$ cat src/rtl/uart_tx_arbiter.sv
// Round-robin arbiter that gives several byte requesters shared, frame-atomic
// access to one UART transmitter. Frames are never interleaved. A grant is
// revoked if its owner stays idle for too long while it holds the lock.
//
// state      | meaning
// -----------+------------------------------------------------------------
// IDLE       | no owner; pick the next valid requester from ptr upward
// LOCKED     | owner holds the grant; ready follows owner valid; idle timer runs
// WAIT_DONE  | byte launched on the UART; waiting for i_tx_done
module uart_tx_arbiter #(
    parameter int NB_DATA        = 8,
    parameter int N_REQ          = 4,
    parameter int TIMEOUT_CYCLES = 1024
) (
    input  logic                       i_clk,
    input  logic                       i_reset,
    input  logic [N_REQ-1:0]           i_req_valid,
    input  logic [N_REQ*NB_DATA-1:0]   i_req_data,
    input  logic [N_REQ-1:0]           i_req_last,
    output logic [N_REQ-1:0]           o_req_ready,
    output logic [N_REQ-1:0]           o_grant,
    input  logic                       i_tx_done,
    output logic                       o_tx_start,
    output logic [NB_DATA-1:0]         o_tx_data,
    output logic                       o_busy,
    output logic                       o_timeout
);

    localparam int               IDX_W   = (N_REQ > 1) ? $clog2(N_REQ) : 1;
    localparam logic [15:0]      TO_LAST = 16'(TIMEOUT_CYCLES - 1);
    localparam logic [N_REQ-1:0] ONE_HOT = {{(N_REQ-1){1'b0}}, 1'b1};

    typedef enum logic [1:0] {
        ST_IDLE      = 2'd0,
        ST_LOCKED    = 2'd1,
        ST_WAIT_DONE = 2'd2
    } state_t;

    state_t               state_q, state_d;
    logic [IDX_W-1:0]     ptr_q, ptr_d;
    logic [IDX_W-1:0]     owner_q, owner_d;
    logic [N_REQ-1:0]     grant_q, grant_d;
    logic                 tx_start_q, tx_start_d;
    logic [NB_DATA-1:0]   tx_data_q, tx_data_d;
    logic                 timeout_q, timeout_d;
    logic                 last_q, last_d;
    logic [15:0]          cnt_q, cnt_d;

    logic [IDX_W:0]       arb_sum;
    logic [IDX_W-1:0]     arb_idx;
    logic                 owner_valid;
    logic                 owner_last;
    logic [NB_DATA-1:0]   owner_data;
    logic [IDX_W-1:0]     ptr_after;

    assign owner_valid = i_req_valid[owner_q];
    assign owner_last  = i_req_last[owner_q];
    assign owner_data  = i_req_data[int'(owner_q)*NB_DATA +: NB_DATA];
    assign ptr_after   = (owner_q == IDX_W'(N_REQ - 1)) ? '0 : owner_q + IDX_W'(1);

    // Round-robin search: first valid requester at or above ptr, wrapping.
    // Scanning offsets downward lets the smallest offset win.
    always_comb begin
        arb_idx = '0;
        arb_sum = '0;
        for (int j = N_REQ - 1; j >= 0; j--) begin
            arb_sum = {1'b0, ptr_q} + (IDX_W+1)'(j);
            if (arb_sum >= (IDX_W+1)'(N_REQ)) begin
                arb_sum = arb_sum - (IDX_W+1)'(N_REQ);
            end
            if (i_req_valid[arb_sum[IDX_W-1:0]]) begin
                arb_idx = arb_sum[IDX_W-1:0];
            end
        end
    end

    // State register: all flops, synchronous active-high reset.
    always_ff @(posedge i_clk) begin
        if (i_reset) begin
            state_q    <= ST_IDLE;
            ptr_q      <= '0;
            owner_q    <= '0;
            grant_q    <= '0;
            tx_start_q <= 1'b0;
            tx_data_q  <= '0;
            timeout_q  <= 1'b0;
            last_q     <= 1'b0;
            cnt_q      <= '0;
        end else begin
            state_q    <= state_d;
            ptr_q      <= ptr_d;
            owner_q    <= owner_d;
            grant_q    <= grant_d;
            tx_start_q <= tx_start_d;
            tx_data_q  <= tx_data_d;
            timeout_q  <= timeout_d;
            last_q     <= last_d;
            cnt_q      <= cnt_d;
        end
    end

    // Next-state and datapath: arbitration, accept, done handling, idle timeout.
    // The idle counter defaults to zero so any state change clears it.
    always_comb begin
        state_d    = state_q;
        ptr_d      = ptr_q;
        owner_d    = owner_q;
        grant_d    = grant_q;
        tx_start_d = 1'b0;
        tx_data_d  = tx_data_q;
        timeout_d  = 1'b0;
        last_d     = last_q;
        cnt_d      = '0;
        case (state_q)
            ST_IDLE: begin
                if (|i_req_valid) begin
                    owner_d = arb_idx;
                    grant_d = ONE_HOT << arb_idx;
                    state_d = ST_LOCKED;
                end
            end
            ST_LOCKED: begin
                if (owner_valid) begin
                    // An accept in the final timer cycle wins over the timeout.
                    tx_data_d  = owner_data;
                    last_d     = owner_last;
                    tx_start_d = 1'b1;
                    state_d    = ST_WAIT_DONE;
                end else if (cnt_q == TO_LAST) begin
                    grant_d   = '0;
                    timeout_d = 1'b1;
                    ptr_d     = ptr_after;
                    state_d   = ST_IDLE;
                end else begin
                    cnt_d = cnt_q + 16'd1;
                end
            end
            ST_WAIT_DONE: begin
                // A done coinciding with the start pulse belongs to an earlier byte.
                if (i_tx_done && !tx_start_q) begin
                    if (last_q) begin
                        grant_d = '0;
                        ptr_d   = ptr_after;
                        state_d = ST_IDLE;
                    end else begin
                        state_d = ST_LOCKED;
                    end
                end
            end
            default: begin
                state_d = ST_IDLE;
            end
        endcase
    end

    // Outputs: ready is combinational and forced low during reset.
    always_comb begin
        o_req_ready = '0;
        if (state_q == ST_LOCKED && !i_reset) begin
            o_req_ready = grant_q & i_req_valid;
        end
        o_busy     = (state_q != ST_IDLE);
        o_grant    = grant_q;
        o_tx_start = tx_start_q;
        o_tx_data  = tx_data_q;
        o_timeout  = timeout_q;
    end

endmodule

$ cat config.mk
export PLATFORM = sky130hd
export DESIGN_NAME = uart_tx_arbiter
export DESIGN_NICKNAME = d
export VERILOG_FILES = /design/src/rtl/uart_tx_arbiter.sv
export SDC_FILE = /design/constraint.sdc
export NUM_CORES = 1
export LEC_CHECK = 0
export ABC_AREA = 1
export CORE_ASPECT_RATIO = 0.9
export CORE_MARGIN = 3
export CORE_UTILIZATION = 43
export DETAILED_ROUTE_END_ITERATION = 6
export PLACE_DENSITY = 0.84
export SKIP_CTS_REPAIR_TIMING = 1
export SYNTH_ARGS = -nofsm -noshare
export SYNTH_HDL_FRONTEND = slang
export SYNTH_SLANG_ARGS = --single-unit
$ cat constraint.sdc
create_clock -name i_clk -period 1.4 [get_ports i_clk]
set_input_delay 0.28 -clock i_clk [delete_from_list [all_inputs] [get_ports i_clk]]
set_output_delay 0.28 -clock i_clk [all_outputs]
set_load 0.005 [all_outputs]
# == Word-level counts from Yosys, hierarchy flattened ==
# Index checks and enable logic that the tools add are counted.
# word_totals
ram_bits,0
in_bits,43
word_cells,99
register_bits,37
latchBits,0
mem_bits_ro,0
output_inout_bits,19
mem_count,0
# classes
shifts,2
n_eq_ne,10
n_mul,0
n_addsub,9
muxes,41
n_bitwise,2
reduce_logical,17
div_mod_pow,0
magnitude_cmp,9
# ops
cell,count
2-bit two-way mux,17
32-bit by 6-bit variable part select with 8-bit output,1
4-bit two-way mux,6
16-bit by 1-bit adder with 16-bit output (second input constant),1
16-bit by 10-bit == test with 1-bit output (second input constant),1
2-bit by 3-bit less-than comparator with 1-bit output (second input constant),5
1-bit binary-select mux with 2-bit select,6
4-bit case mux with 3 select lines,1
2-bit inequality test (second input constant),5
3-bit >= comparator (second input constant),3
1-bit two-way mux,9
4-bit OR reduction,2
2-bit by 1-bit subtractor with 2-bit output (second input constant),4
2-bit by 2-bit adder with 3-bit output (second input constant),2
2-bit case mux with 3 select lines,1
6-bit AND reduction,1
5-bit AND reduction,1
4-bit AND,1
2-bit == test (second input constant),2
2-bit case mux with 2 select lines,1
2-bit AND reduction,2
2-bit nonzero test,2
1-bit by 2-bit left shift with 4-bit output (first input constant),1
2-bit by 1-bit adder with 3-bit output (second input constant),1
other kinds (12),14

# == Longest topological paths before layout ==
# Gate-level depths: netlist (run 1).
# logic_depth
ltp_word,12
ltp_mapped,13
depth_no_buf,12

# == Worst setup path before layout (run 1) ==
# Ideal clock, no wire load.
# synth_path
kind,register to register
start,register cnt_q[0]
end,register state_q[1]
n_path_buf,0
arrival_ps,1325
slack_ps,-52
t_required_ps,1273
stages_incl_launch_ff,13
period_less_slack_ps,1452
setup_time_ps,127
cell_sequence,dfxtp_1 > ha_1 > nand2_1 > inv_1 > nand2_2 > nor2_2 > nand2_1 > nand2_2 > inv_1 > nand2_1 > nand3_1 > a21oi_1 > nor2_1
# synth_between
elab_chain_len,3
# synth_rtl
element,line,rtl
from (decl),47,"logic [15:0] cnt_q, cnt_d;"
from (signal assigned),98,cnt_q <= cnt_d;
16-bit by 10-bit == test with 1-bit output,129,end else if (cnt_q == TO_LAST) begin
3-bit inequality test (no source line),n/a,
3-bit AND reduction (no source line),n/a,
to (signal assigned),90,state_q <= state_d;
to (decl),39,"state_t state_q, state_d;"
# Every way passes these cells.
# A chain may end at the register's enable or synchronous reset.

# == Worst setup path in the final report (run 1) ==
# layout_path
start,register state_q[0]
end,"register grant_q[3], in the netlist o_grant[3]"
# layout_between
elab_chain_len,3
elab_cells_between_ends,11
cone_classes,eq/ne: 7; mux: 1; reduce/logical: 3
# layout_rtl
element,line,rtl
2-bit by 1-bit == test with 1-bit output (tied with other cells),114,case (state_q)
2-bit inequality test (no source line) or 3-bit nonzero test (tied branches),n/a,
6-bit AND reduction (no source line),n/a,
to (signal assigned),93,grant_q <= grant_d;
to (decl),42,"logic [N_REQ-1:0] grant_q, grant_d;"
# Parallel ways exist; a longest one is shown, timed or not.

==> results.toml, run 1 <==
[logic_synthesis]
synth_cell_types = 34
syn_inst = 323
yosysTopAreaCellShare = 0.347
synth_area_um2 = 2130
synth_top_area_cell = "dfxtp_1"
syn_nets = 372
synth_warnings = 0
synth-seq-cells = 37
yosys-top-cells-area = "dfxtp_1 35%, nor2_1 11%, nand2_1 10%, o21ai_0 8.9%, inv_1 5.8%"
syn_area_per_cell_um2 = 6.60
synth.yosys.seq_area_share = 0.347

[setup_path]
cp-start-kind = "flop"
worst-path-max-fanout = 3
cp.required_ns = 1.62
arrival_ns = 1.94
path_class = "reg -> reg"
worstSetupEndpointType = "flop"

[clocking]
cts_root_buffer = "clkbuf_8"
cts_buffers = 5
cts.sinks = 37
cts_tree = "built"
cts_max_level = 2
clk_pin_slew_ns = 0.08
clk_latency_ns = 0.30
clock_path_buffers = 2

[cells_and_area]
multi_input_area_um2 = 1530
drive_gt1_frac = 0.393
final_common_cell = "nor2_1"
antenna_cells = 0
final_cell_mix = "49 x nor2_1, 40 x nand2_1, 39 x clkdlybuf4s50_1, 37 x buf_4, 26 x o21ai_0"
final-seq-area_um2 = 766
fillerInstances = 285
finalNetCount = 475
area_growth_pct = 72.6
final_cells = 489

[status]
violations = "setup timing"
status = "finished, violations left"

[sta]
drv_slew = 0
setup-violations-final = 37
fin_crit_sh = 1.23
tightestPinTransition_ns = 0.295
rsz0062_at_grt = "yes"
min_period_ns = 1.72
hold_viol_final = 0
finClkSkew_ns = 0.00445
relSlewSlack = 0.802
fin_ws_ns = -0.320
max_freq_mhz = 581

[min_path]
hp-class = "reg -> reg"

[detailed_routing]
top_layer = "met4"
wl_um = 8030
wl_per_cell_um = 16.4
via_per_inst = 5.58
ant_nets = 0
wl_met3_um = 580
vias = 2729
drc = 0
dr.pass1.iters = 5
met1_length_um = 3030
first_iter_violations = 186
routed-wl-met2_um = 3950

[power_and_ir_drop]
max-vdd-ir-drop_mv = 0.889
power_leakage_nw = 1.75
power_mw = 5.91
p_per_area_nw_per_um2 = 1610

[place]
gp_congestion = 0.906
dp_cells = 470
hpwl_um = 4390
portBuffers = 61

[global_routing]
grt_start_max_net_pins = 22
grt_usage = 0.190
grt_overflow = 0
grt_first_pass_wirelength_um = 8980
grt_pass1_vias = 2110
antenna_found_initial = 0

[run]
maxCapViolations = 0

[die]
dieArea_um2 = 5840
die_h_um = 72.8
rows = 23
io_pins = 62
core-area_um2 = 4600
start_util = 0.463
die_width_um = 80.2
-- path summary, 6_finish.rpt --
| path | depth (start not counted) | from | end | slack (ns) |
|---|---|---|---|---|
| max | 8 | state_q[0] | o_grant[3] | -0.32 |
| min | 2 | last_q | last_q | 0.49 |
| max reg2reg | 8 | state_q[0] | o_grant[3] | -0.32 |
| min reg2reg | 2 | last_q | last_q | 0.49 |
-- state kept, by name, summed over array words and instances, names as in the netlist --
signal	cells
o_tx_data	8
o_timeout	1
cnt_q	16
last_q	1
state_q	2
ptr_q	2
o_tx_start	1
owner_q	2
o_grant	4
-- area by class of cell --
| type | count | area share |
|---|---|---|
| timing repair buffer | 107 | 0.278 |
| inverter | 35 | 0.0401 |
| clock inverter | 3 | 0.0187 |
| sequential | 37 | 0.208 |
| tap | 62 | 0.0211 |
| multi-input combinational | 240 | 0.415 |
| clock buffer | 5 | 0.0187 |
-- cells in the mapped netlist, drive strengths merged --
cell type	n
nand3b	1
dfxtp	37
o21ai	39
nor2	66
nand3	19
and3	1
o22ai	9
ha	6
or2	2
inv	35
xor2	3
buf	5
a21oi	17
nor3b	1
nand2	63
a31oi	1
clkbuf	6
and2	1
nand4	2
a21boi	1
nor4	1
nor3	6
xnor2	1
-- cells by family after synthesis --
group,count (synthesis),synth area share
flip-flops,37,0.347
XOR/XNOR,4,0.0164
adder cells (fa/ha/maj),6,0.0352
AO/OA/AOI/OAI,67,0.168
buffers and inverters,46,0.0891
AND/OR/NAND/NOR,163,0.344
-- critical path, cell delays in order (launching register included) --
cell and delay (ns):
dfxtp_4 0.37, buf_4 0.14, ha_2 0.18, nand3b_1 0.27, nor2_4 0.19, nand3_2 0.12
nor2_4 0.11, nand2_1 0.10, a21oi_2 0.16
-- where the power goes --
group | total (mW) | internal [mW] | switching, mW
clock network | 1.13 | 0.717 | 0.414
registers | 1.49 | 1.30 | 0.191
logic | 3.29 | 1.45 | 1.83
total | 5.91 | 3.47 | 2.44
-- per-stage QoR --
step	setup slack (ns)	util	TNS (ns)	hold slack (ns)	area, um2
after floorplan	-0.000590	-	-0.000590	0.419	2160
after global placement	-0.418	0.662	-11.59	0.430	3050
after detailed placement	-0.481	0.662	-12.72	0.445	3050
after CTS	-0.523	0.692	-5.11	0.457	3190
after global routing	-0.348	0.799	-5.48	0.515	3680
final	-0.320	0.799	-2.95	0.492	3680
-- metal layers --
metal,GRT usage,vias up
met5,0,-
met4,0.0356,0
met3,0.0642,52
met2,0.319,162
met1,0.239,1258
li1,-,1257
Power figures use the tool's default switching activity.
==> run 2, diff against run 1 <==
- CORE_UTILIZATION: 43 -> 25
- CTS_CLUSTER_SIZE: not set -> 40
- PLACE_DENSITY: 0.84 -> 0.57
- TNS_END_PERCENT: not set -> 50
==> run 2 against run 1 <==
Against the previous run:
- the flow still finishes with violations (setup timing)
- power fell by 13%
- non-clock buffer count rose by 9
- global-route usage fell by 6.0 points
- design area rose by 0.24%
- cell count rose by 13%
- clock power fell by 36%
- critical path type unchanged
- maximum frequency rose by 16%
- combinational power fell by 9.7%
==> results.toml, run 2 (synthesized netlist as in run 1, its figures left out) <==
[status]
status = "finished, violations left"
violations = "setup timing"

[run]
maxCapViolations = 0

[global_routing]
grt_first_pass_wirelength_um = 10100
grt_usage = 0.130
grt_start_max_net_pins = 22
grt_pass1_vias = 2260
antenna_found_initial = 0
grt_overflow = 0

[sta]
timing.setup.tns_ns = -1.35
max_freq_mhz = 674
drv_slew = 0
fin_ws_ns = -0.0829
min_period_ns = 1.48
relSlewSlack = 0.826
rsz0062_at_grt = "yes"
finClkSkew_ns = 0.00752
setup-violations-final = 37
tightestPinTransition_ns = 0.259
fin_hold_ws_ns = 0.483
fin_crit_sh = 1.06
hold_viol_final = 0

[setup_path]
rrSetupSlack_ns = -0.08
crit_path_end = "o_grant[0]"
r2r-start = "state_q[1]"
worst-path-max-fanout = 3
cp-start-kind = "flop"
arrival_ns = 1.71
cp_common_cell = "nand3_2"
slowest_stage = "dfxtp_2"
cp_cell_sequence = "buf_4, ha_2, o21ai_2, nand3b_1, nor2_4, nand3_2, inv_2, nand3_2, a21oi_2"
startpoint = "state_q[1]"
worstSetupEndpointType = "flop"
cp.required_ns = 1.62
reg2reg_depth = 9
slowest_delay_ns = 0.33
path_class = "reg -> reg"
reg2reg_to = "o_grant[0]"

[min_path]
holdCritStartpoint = "last_q"
hp-class = "reg -> reg"

[detailed_routing]
ant_nets = 0
wl_per_cell_um = 12.0
vias = 2454
first_iter_violations = 108
wl_um = 6640
drc = 0
dr.pass1.iters = 4
via_per_inst = 4.45

[die]
start_util = 0.261
rows = 31
die_h_um = 93.6
dieArea_um2 = 9680
core-area_um2 = 8180
die_width_um = 103
io_pins = 62

[power_and_ir_drop]
share_comb_of_total_power = 0.574
p_seq_frac = 0.286
max-vdd-ir-drop_mv = 0.453
p_sw_frac = 0.402
internal-power_mw = 3.09
p_per_area_nw_per_um2 = 1400
switchingPower_mw = 2.08
power_leakage_nw = 1.77
p_clk_frac = 0.140

[cells_and_area]
regMostFlops = "cnt_q"
final-seq-area_um2 = 766
multi_input_area_um2 = 1460
drive_gt1_frac = 0.362
finalNetCount = 484
fillerInstances = 836
area_growth_pct = 73.0
largest_reg_flops = 16
antenna_cells = 0
final_common_cell = "nor2_1"
final_cell_mix = "58 x nor2_1, 49 x nand2_1, 49 x buf_4, 39 x clkdlybuf4s50_1, 25 x o21ai_0"

[clocking]
clock_path_buffers = 2
cts.sinks = 37
cts_buffers = 5
cts_root_buffer = "clkbuf_8"
clk_latency_ns = 0.29
cts_max_level = 2
cts_tree = "built"
clk_pin_slew_ns = 0.08

[place]
portBuffers = 61
post-place-ws_ns = -0.497
hpwl_um = 4720
gp_congestion = 0.790
-- run 2: changes by cell type in the layout (fill, tap and decap cells not counted), moves of 5 or more --
| cell | delta |
|---|---|
| buf_4 | +12 |
| nor2_2 | -9 |
| nand2_2 | -5 |
| nor2_1 | +9 |
| nand2_1 | +9 |
-- run 2: final cells by class --
| class | instances | share of cell area |
|---|---|---|
| tap | 115 | 0.0390 |
| sequential | 37 | 0.208 |
| timing repair buffer | 116 | 0.298 |
| clock inverter | 2 | 0.00271 |
| clock buffer | 6 | 0.0197 |
| inverter | 35 | 0.0373 |
| multi-input combinational | 240 | 0.396 |
-- run 2: how the worst min path moves through the flow --
stage	end	slack [ns]	cells past startpoint
after floorplan	cnt_q[0]	0.42	1
after global placement	cnt_q[0]	0.43	1
after detailed placement	cnt_q[0]	0.44	1
after CTS	cnt_q[0]	0.45	1
after global routing	o_grant[0]	0.52	2
final	last_q	0.48	2
-- run 2: metal layers --
layer  global-route usage  wire, um  up-vias
met1                0.174      2970     1110
met2                0.204      3150       66
met5                    0         0        -
met3               0.0380       438       10
met4               0.0302        80        0
li1                     -         -     1268
-- run 2: power by group through the flow --
stage          clock network, mW  registers (mW)  logic, mW
6_report                   0.724            1.47       2.97
2_1_floorplan                  0            1.43       1.35
3_5_place_dp                   0            1.45       2.43
3_3_place_gp                   0            1.45       2.41
5_1_grt                    0.804            1.51       3.29
4_1_cts                    0.755            1.43       2.44
-- run 2: critical path: cells and delay by family (launching register included) --
family                   cells  cell delay (ns)
flip-flops                   1             0.33
adder cells (fa/ha/maj)      1             0.19
AND/OR/NAND/NOR              4             0.47
AO/OA/AOI/OAI                2             0.21
buffers and inverters        2             0.22
-- run 2: per-stage QoR --
| step | instance area, um2 | instances | total power, mW | utilization |
|---|---|---|---|---|
| final | 3690 | 551 | 5.16 | 0.451 |
| after global routing | 3690 | 551 | 5.61 | 0.451 |
| after CTS | 3250 | 536 | 4.63 | 0.397 |
| after detailed placement | 3160 | 528 | 3.88 | 0.387 |
| after global placement | 3160 | 528 | 3.86 | 0.387 |
| after floorplan | 2160 | 323 | 2.78 | - |
==> run 3, diff against run 2 <==
- ABC_CLOCK_PERIOD_IN_PS: not set -> 1400
- CAP_MARGIN: not set -> 10
- SETUP_SLACK_MARGIN: not set -> 0.2
==> run 3 against run 2 <==
Against the previous run:
- the flow still finishes with violations (setup timing)
- critical path depth decreased by 1
- clock power decreased by 4.3%
- clock skew decreased by 0.0016 ns
- critical path type unchanged
==> results.toml, run 3 (synthesized netlist as in run 1, its figures left out) <==
[status]
status = "finished, violations left"
violations = "setup timing"

[setup_path]
worstSetupEndpointType = "flop"
cp-start-kind = "flop"
arrival_ns = 1.68
slowest_stage = "dfxtp_4"
slowest_delay_ns = 0.36
reg2reg_depth = 8
cp_cell_sequence = "buf_6, ha_4, buf_6, nand3_4, buf_6, clkinvlp_4, o21ai_1, nor2_1"
worst-path-max-fanout = 8
reg2reg_to = "o_tx_data[0]"
rrSetupSlack_ns = -0.10
cp.required_ns = 1.58
path_class = "reg -> reg"
cp_common_cell = "buf_6"
r2r-start = "state_q[0]"

[global_routing]
grt_usage = 0.127
grt_pass1_vias = 2198
grt_first_pass_wirelength_um = 9780
grt_overflow = 0
grt_start_max_net_pins = 22
antenna_found_initial = 0

[cells_and_area]
fillerInstances = 830
area_growth_pct = 67.2
final_area_um2 = 3570
largest_reg_flops = 16
final_cells = 539
regMostFlops = "cnt_q"
antenna_cells = 0
finalNetCount = 474
final_cell_mix = "59 x nor2_1, 42 x nand2_1, 37 x clkdlybuf4s50_1, 37 x buf_4, 25 x dfxtp_1"
final_common_cell = "nor2_1"
drive_gt1_frac = 0.335

[detailed_routing]
drc = 0
routed-wl-met2_um = 2940
wl_met3_um = 417
met1_length_um = 3000
wl_per_cell_um = 11.9
via_per_inst = 4.43
wl_um = 6420
ant_nets = 0
top_layer = "met4"
dr.pass1.iters = 4
first_iter_violations = 86
vias = 2389

[place]
portBuffers = 61
gp_congestion = 0.950
postPlaceCellArea_um2 = 3130
dp_cells = 525
hpwl_um = 4640

[min_path]
holdCritStartpoint = "i_reset"
hp-class = "in -> reg"
holdPathStages = 3
hold-path-endpoint = "o_grant[1]"

[sta]
finClkSkew_ns = 0.00590
timing.setup.tns_ns = -1.28
drv_slew = 0
fin_ws_ns = -0.103
setup-violations-final = 22
min_period_ns = 1.50
fin_crit_sh = 1.07
rsz0062_at_grt = "yes"
relSlewSlack = 0.788
tightestPinTransition_ns = 0.317
hold_viol_final = 0
max_freq_mhz = 665

[clocking]
clk_pin_slew_ns = 0.07
cts.sinks = 37
cts_tree = "built"
clock_path_buffers = 2
cts_root_buffer = "clkbuf_8"
cts_buffers = 5
cts_max_level = 2
clk_latency_ns = 0.29

[power_and_ir_drop]
max-vdd-ir-drop_mv = 0.534
power_mw = 5.07
p_per_area_nw_per_um2 = 1420
power_leakage_nw = 1.73

[die]
io_pins = 62
start_util = 0.261
die_h_um = 93.6
die_width_um = 103
core-area_um2 = 8180
dieArea_um2 = 9680
rows = 31

[run]
maxCapViolations = 0
==> run 3: critical path, delay by kind of cell (launching register included) <==
| family | cells | cell delay, ns |
|---|---|---|
| adder cells (fa/ha/maj) | 1 | 0.16 |
| flip-flops | 1 | 0.36 |
| AO/OA/AOI/OAI | 1 | 0.17 |
| buffers and inverters | 4 | 0.58 |
| AND/OR/NAND/NOR | 2 | 0.13 |
==> run 3: power breakdown <==
part	total (mW)	switching, mW	internal (mW)
registers	1.48	0.183	1.30
clock network	0.693	0.365	0.328
logic	2.89	1.51	1.39
==> run 3: metal layers <==
layer / global-route usage / vias up
li1: - / 1252
met1: 0.169 / 1079
met2: 0.196 / 52
met3: 0.0447 / 6
met4: 0.0259 / 0
met5: 0 / -
==> run 3: layout make-up <==
type,count,area [um2],share of cell area
repair buffers,106,1020,0.287
well taps,115,144,0.0403
clock inverters,1,5.00,0.00140
flip-flops and latches,37,763,0.214
multi-input cells,240,1420,0.398
inverters,35,143,0.0400
clock buffers,5,68.8,0.0193
==> run 3: how the worst max path moves through the flow <==
stage,from,end,depth (start not counted)
detailed placement,i_reset,o_req_ready[2],5
global route,owner_q[0],o_tx_data[0],8
global placement,i_reset,o_req_ready[2],5
finish,state_q[0],o_tx_data[0],8
CTS,state_q[1],o_req_ready[2],5
floorplan,cnt_q[1],state_q[1],12
==> run 3: metrics by stage <==
step | hold WS, ns | util | worst slack (ns)
floorplan | 0.418 | - | -0.000590
global placement | 0.432 | 0.382 | -0.484
detailed placement | 0.435 | 0.382 | -0.469
CTS | 0.445 | 0.391 | -0.525
global route | 0.418 | 0.436 | -0.204
finish | 0.395 | 0.436 | -0.103
